$ cat src/rtl/io_out_ctrl.sv
// IO output controller: memory-mapped LED register plus a multiplexed 8-digit seven-segment display.
// Optional SEG_BLANK_EN blanks digits above the most-significant nonzero nibble.
module io_out_ctrl #(
    parameter int unsigned SCAN_DIV = 100000,
    parameter logic [13:0] LED_ADDR = 14'h3c60,
    parameter logic [13:0] SEG_ADDR = 14'h3c00
) (
    input  logic        clk,
    input  logic        rst_n,
    input  logic        ioWrite_i,
    input  logic [13:0] addr_i,
    input  logic [31:0] write_data_i,
    output logic [15:0] led_o,
    output logic [7:0]  seg_en_o,
    output logic [7:0]  seg_o
);

    localparam int unsigned CNT_W = (SCAN_DIV > 2) ? $clog2(SCAN_DIV) : 1;
    localparam logic [CNT_W-1:0] CNT_MAX = CNT_W'(SCAN_DIV - 1);

    logic [15:0]      led_q,     led_d;
    logic [31:0]      seg_reg_q, seg_reg_d;
    logic [CNT_W-1:0] cnt_q,     cnt_d;
    logic [2:0]       idx_q,     idx_d;
    logic [7:0]       seg_en_q,  seg_en_d;
    logic [7:0]       seg_out_q, seg_out_d;
    logic [3:0]       nibble;
    logic             blank;

    function automatic logic [7:0] hex_decode(input logic [3:0] n);
        case (n)
            4'h0: hex_decode = 8'hC0;
            4'h1: hex_decode = 8'hF9;
            4'h2: hex_decode = 8'hA4;
            4'h3: hex_decode = 8'hB0;
            4'h4: hex_decode = 8'h99;
            4'h5: hex_decode = 8'h92;
            4'h6: hex_decode = 8'h82;
            4'h7: hex_decode = 8'hF8;
            4'h8: hex_decode = 8'h80;
            4'h9: hex_decode = 8'h90;
            4'hA: hex_decode = 8'h88;
            4'hB: hex_decode = 8'h83;
            4'hC: hex_decode = 8'hC6;
            4'hD: hex_decode = 8'hA1;
            4'hE: hex_decode = 8'h86;
            default: hex_decode = 8'h8E;
        endcase
    endfunction

    assign nibble = seg_reg_q[{idx_q, 2'b00} +: 4];

`ifdef SEG_BLANK_EN
    logic [2:0] top_idx;

    // Digit 0 is never blanked, so the search starts at 1 and defaults to 0.
    always_comb begin
        top_idx = 3'd0;
        for (int i = 1; i < 8; i++) begin
            if (seg_reg_q[4*i +: 4] != 4'h0) top_idx = 3'(i);
        end
    end

    assign blank = (idx_q > top_idx);
`else
    assign blank = 1'b0;
`endif

    // NOTE: every output of a combinational block gets a default first, so no path can infer a latch.
    always_comb begin
        led_d     = led_q;
        seg_reg_d = seg_reg_q;
        cnt_d     = cnt_q + 1'b1;
        idx_d     = idx_q;

        if (ioWrite_i && addr_i == LED_ADDR) led_d     = write_data_i[15:0];
        if (ioWrite_i && addr_i == SEG_ADDR) seg_reg_d = write_data_i;

        if (cnt_q == CNT_MAX) begin
            cnt_d = '0;
            idx_d = idx_q + 3'd1;
        end

        // Built from the current index and register, so a same-cycle write shows on the next update.
        seg_en_d  = ~(8'b1 << idx_q);
        seg_out_d = blank ? 8'hFF : hex_decode(nibble);
    end

    // NOTE: sequential state uses non-blocking assignments so all registers update from pre-edge values.
    always_ff @(posedge clk) begin
        if (rst_n) begin
            led_q     <= '0;
            seg_reg_q <= '0;
            cnt_q     <= '0;
            idx_q     <= '0;
            seg_en_q  <= 8'hFF;
            seg_out_q <= 8'hFF;
        end else begin
            led_q     <= led_d;
            seg_reg_q <= seg_reg_d;
            cnt_q     <= cnt_d;
            idx_q     <= idx_d;
            seg_en_q  <= seg_en_d;
            seg_out_q <= seg_out_d;
        end
    end

    assign led_o    = led_q;
    assign seg_en_o = seg_en_q;
    assign seg_o    = seg_out_q;

endmodule

$ cat config.mk
export PLATFORM = sky130hd
export DESIGN_NAME = io_out_ctrl
export DESIGN_NICKNAME = d
export VERILOG_FILES = /design/src/rtl/io_out_ctrl.sv
export SDC_FILE = /design/constraint.sdc
export NUM_CORES = 1
export LEC_CHECK = 0
export CORE_MARGIN = 8
export CORE_UTILIZATION = 52
export CTS_BUF_LIST = sky130_fd_sc_hd__clkbuf_4
export DETAILED_ROUTE_END_ITERATION = 6
export PLACE_DENSITY_LB_ADDON = 0.12
export SLEW_MARGIN = 20
export SYNTH_ARGS = -nofsm -noshare
export SYNTH_HDL_FRONTEND = slang
export SYNTH_SLANG_ARGS = --single-unit
$ cat constraint.sdc
create_clock -name clk -period 3.2 [get_ports clk]
set_input_delay 0.48 -clock clk [delete_from_list [all_inputs] [get_ports clk]]
set_output_delay 0.48 -clock clk [all_outputs]
set_load 0.01 [all_outputs]
# After elaboration in Yosys (flattened, before gate mapping)
# Memories as Yosys holds them, arrays and structs flattened. A register that Yosys moved wholly into a read port is not among the register bits.
# Index checks and enable logic that the tools add are counted.
# totals
rom_bits	112
word_cells	18
n_memories	1
register_bits	84
in_bits	49
# memory_table
name	words	width	rd	rd_clocked_by_memory_dff	write_ports	line_no	source
(name not given)	16	7	1	1	0	31	case (n)
# classes
n_shift	2
n_reduce_logical	3
eq_ne	3
add_sub_neg	2
n_bitwise	1
# ops
operator	count
$shiftx 32x6->4	1
$eq 14x14->1 const B	2
$add 17x1->17 const B	1
$eq 17x17->1 const B	1
$not 8->8	1
$shl 1x3->8 const A	1
$add 3x1->3 const B	1
$logic_and 1x1->1	2
$reduce_or 2->1	1

# Logic depth before layout (Yosys ltp)
# depth
depth_word	2
ltp_mapped	10

# Least setup slack after synthesis
# Ideal clock, no wire load.
# synth_timing
path_kind	register -> register
startpoint	register idx_q[0]
endpoint	register seg_out_q[3], in the netlist seg_o[3]
setup_time_ns	0.134
path_slack_ns	0.721
t_arrival_ns	2.345
t_required_ns	3.066
period_less_slack_ns	2.479
n_path_buf	1
path_stages_with_launch	10
path_cell_list	dfxtp_1 -> buf_2 -> mux4_2 -> mux2i_1 -> inv_1 -> ha_1 -> inv_1 -> nor3_1 -> a2111oi_0 -> a21oi_1
# synth_via
elab_chain_len	1
# synth_rtl
item	line_no	source
from (decl)	24	logic [2:0] idx_q, idx_d;
from (signal assigned)	102	idx_q <= idx_d;
$shiftx 32x6->4	51	assign nibble = seg_reg_q[{idx_q, 2'b00} +: 4];
to (decl)	26	logic [7:0] seg_out_q, seg_out_d;
# No other way between the ends.
# A chain may end at the register's enable or synchronous reset.

# Final worst setup path
# layout_timing
startpoint	register idx_q[1]
endpoint	register seg_out_q[3], in the netlist seg_o[3]
# The elaborated chain is that of the path after synthesis.

==> results.md <==
* Status: completed
* Layout cells sized above 1 at between 8 and 9%
* Max-slew violation count at 0
* Library cells used by synthesis at between 40 and 50
* Most frequent cells in the layout: dfxtp_1 (83), nor2_1 (80), clkdlybuf4s50_1 (78)
* CP Buf/Inv Count at 3
* Count of final hold-check violations at 0
* Post-CTS Hold Buffers at 0
* Pwr/cell area at 416 nW/µm²
* Largest stage delay on the critical path at roughly 0.47 ns
* Post-Syn Area at roughly 3600 µm²
* Row cnt at 30
* Detail Route Antenna Nets at 0
* Largest net degree at the start of global routing at between 40 and 50
* CTS buffer count at 9
* Final Non-Filler Cells at between 500 and 600
* Switching share of total power at 20.6%
* Setup violations, final at 0
* Most common cell after layout, fill and taps aside: dfxtp_1
* Slowest stage cell, crit path: dfxtp_1
* Crit path cell chain: buf_4, mux4_2, nand2_1, and2_1, inv_1, ha_1, inv_1, nor3_1, a2111oi_0, a21oi_1
* Initial antenna violation count at 0
* Total Wirelength at about 7600 µm
* WS Path Type: flip-flop to flip-flop
* Post-synth EDFFs at 0
* H-tree levels at 3
* RSZ-0062 raised after global routing: no
* Gate Count Post-Synth at 355
* Worst-Margin Slew at between 0.5 and 0.6 ns
* Total number of vias at about 2,700
* Avg WL per Cell at around 15 µm
* Primary FF master, synth: dfxtp_1
* Detailed Place HPWL at ~5600 µm
* Die X at 98.8 µm
* CTS tree: yes
* Min-Delay Path Class: flip-flop to flip-flop
* Min Tclk post-route at 2.46 ns
* Critical Path RT at 3.49 ns
* Port bufs at 79
* Clock latency on the worst-skew pair at 0.41 ns
* Max Cap Viol at 0
* Vert. Die Dim at 98.8 µm
* Initial Util at 53.0%
* Layout net count at slightly below 500
* Synth Warn # at 0
* Top Ports at around 80
* 1st-iter DRT viols at 88
* Sequential fraction of design power at between 50% and 60%
* Mean Syn Cell Area at roughly 10 µm²
* CTS max path bufs at 2
* Tcrit/Tclk final at about three quarters
* Cell family with most CP delay: flip-flops
* Postcts setup bufs at 0
* DRC Markers at 0
* Post-CTS resize count at 0
* Internal power at 1.52 mW
* Max Fanout on Critical Path at 11
* Die area at 9760 µm²
* First-pass detailed-route iteration total at 4
* Final non-filler cell area at 4590 µm²
* First-pass GRT wire length at 12,800 µm
* Core footprint at between 6000 and 7000 µm²
* Syn nets at roughly 420
* Syn-to-layout area delta at 28.8%
* Post-Place Cells at 502
* Pleak at between 1.5 and 2 nW
* Worst-path clk slew at 0.13 ns
* Placer Congestion at approximately 0.79
* Clock sink total at just over 80
* Final core utilization at 68.3%
* Pwr Total at 1.91 mW
* Part of the power in combinational logic at around 5.6%
* Vias per Instance at around 5.2
* Peak supply drop at roughly 280 µV
* Seq/Total Area, Yosys at a little under half
* Share of flip-flops with an asynchronous set or reset at 0%
* Root buffer cell: clkbuf_4
* Fill count at 516
* Relative slew slack at 60.9%
* Synthesis-stage register bit count at between 80 and 90
* Worst setup SP type: flip-flop
* Critical path arrival at between 2 and 3 ns
* Psw at between 0.3 and 0.4 mW
* Placement Cell Area at 4400 µm²
* N_diodes at 0
* Clock network fraction of design power at between 30 and 40%
* Vias in the first global route at ~2,700
* Total gr overflow at 0
* Top cell by count, worst path: inv_1
* Setup TNS at 0 ns
* FMAX at roughly 0.41 GHz
* Worst Setup End Kind: flip-flop
* Worst Skew at 0.0130 ns
* GRT Overall Usage at between 10% and 20%
[cells by family (layout without fill, tap and decap cells)]
family,after synthesis,after routing,share of synthesized area [%]
fa+ha+maj,13,13,4.56
mux,64,64,20.2
buf+inv,28,111,3.86
compound gates,17,17,3.62
flops,83,83,46.6
xor+xnor,17,17,4.18
simple gates,132,132,16.9
other cells,1,1,0.105
[state kept, by name (all words and copies together), names as in the netlist]
signal and cells:
idx_q 3, cnt_q 17, seg_reg_q 32, seg_o 7, led_o 16, seg_en_o 8
[path summary, 6_finish.rpt]
| kind | start | end | slack [ns] | cells after the start |
|---|---|---|---|---|
| max | idx_q[1] | seg_o[3] | 0.74 | 10 |
| min reg2reg | cnt_q[0] | cnt_q[0] | 0.46 | 1 |
| max reg2reg | idx_q[1] | seg_o[3] | 0.74 | 10 |
| min | cnt_q[0] | cnt_q[0] | 0.46 | 1 |
[through the flow]
step                      hold WS [ns]  setup slack [ns]
after CTS                        0.434             0.738
after global placement           0.422             0.728
after global routing             0.444             0.413
final                            0.460             0.741
after floorplan                  0.410             0.721
after detailed placement         0.452             0.703
[cell usage after synthesis, types with 2 or more instances]
| library cell | instances | area share (%) |
|---|---|---|
| a21oi_1 | 3 | 0.42 |
| and2_1 | 2 | 0.35 |
| buf_1 | 3 | 0.32 |
| nand2_1 | 20 | 2.1 |
| xnor2_1 | 8 | 2.0 |
| nor2_1 | 81 | 8.5 |
| nand4_1 | 4 | 0.70 |
| ha_1 | 13 | 4.6 |
| a221o_1 | 3 | 0.84 |
| and3_1 | 5 | 0.88 |
| mux2i_1 | 56 | 16 |
| nor4_1 | 2 | 0.35 |
| mux4_2 | 6 | 3.8 |
| inv_1 | 9 | 0.95 |
| clkbuf_1 | 9 | 0.95 |
| buf_2 | 4 | 0.56 |
| dfxtp_1 | 83 | 47 |
| a211oi_1 | 2 | 0.42 |
| nor3_1 | 3 | 0.42 |
| mux2_2 | 2 | 0.63 |
| nand2b_1 | 4 | 0.70 |
| xor2_1 | 9 | 2.2 |
[layout make-up]
| class | instances | area [µm²] | area share (%) |
|---|---|---|---|
| flip-flops and latches | 83 | 1660 | 36.2 |
| clock buffers | 10 | 75.1 | 1.64 |
| repair buffers | 86 | 838 | 18.3 |
| multi-input cells | 244 | 1770 | 38.5 |
| well taps | 80 | 100 | 2.18 |
| clock inverters | 6 | 113 | 2.45 |
| inverters | 9 | 33.8 | 0.736 |
[metal layers]
metal  vias up  track usage, %  routed length, µm
li1       1366               -                  -
met1      1258            18.0               3420
met2        55            27.8               3740
met3        10            3.88                304
met4         0            7.32                119
met5         -               0                  0
[power groups by stage]
| stage | Sequential [mW] | Clock, mW | Combinational [mW] |
|---|---|---|---|
| after floorplan | 1.07 | 0 | 0.0317 |
| after global placement | 1.07 | 0 | 0.107 |
| after detailed placement | 1.07 | 0 | 0.107 |
| after CTS | 1.04 | 0.777 | 0.108 |
| after global routing | 1.05 | 0.820 | 0.116 |
| final | 1.04 | 0.760 | 0.107 |
Note: power is estimated with default switching activity, not from simulation.
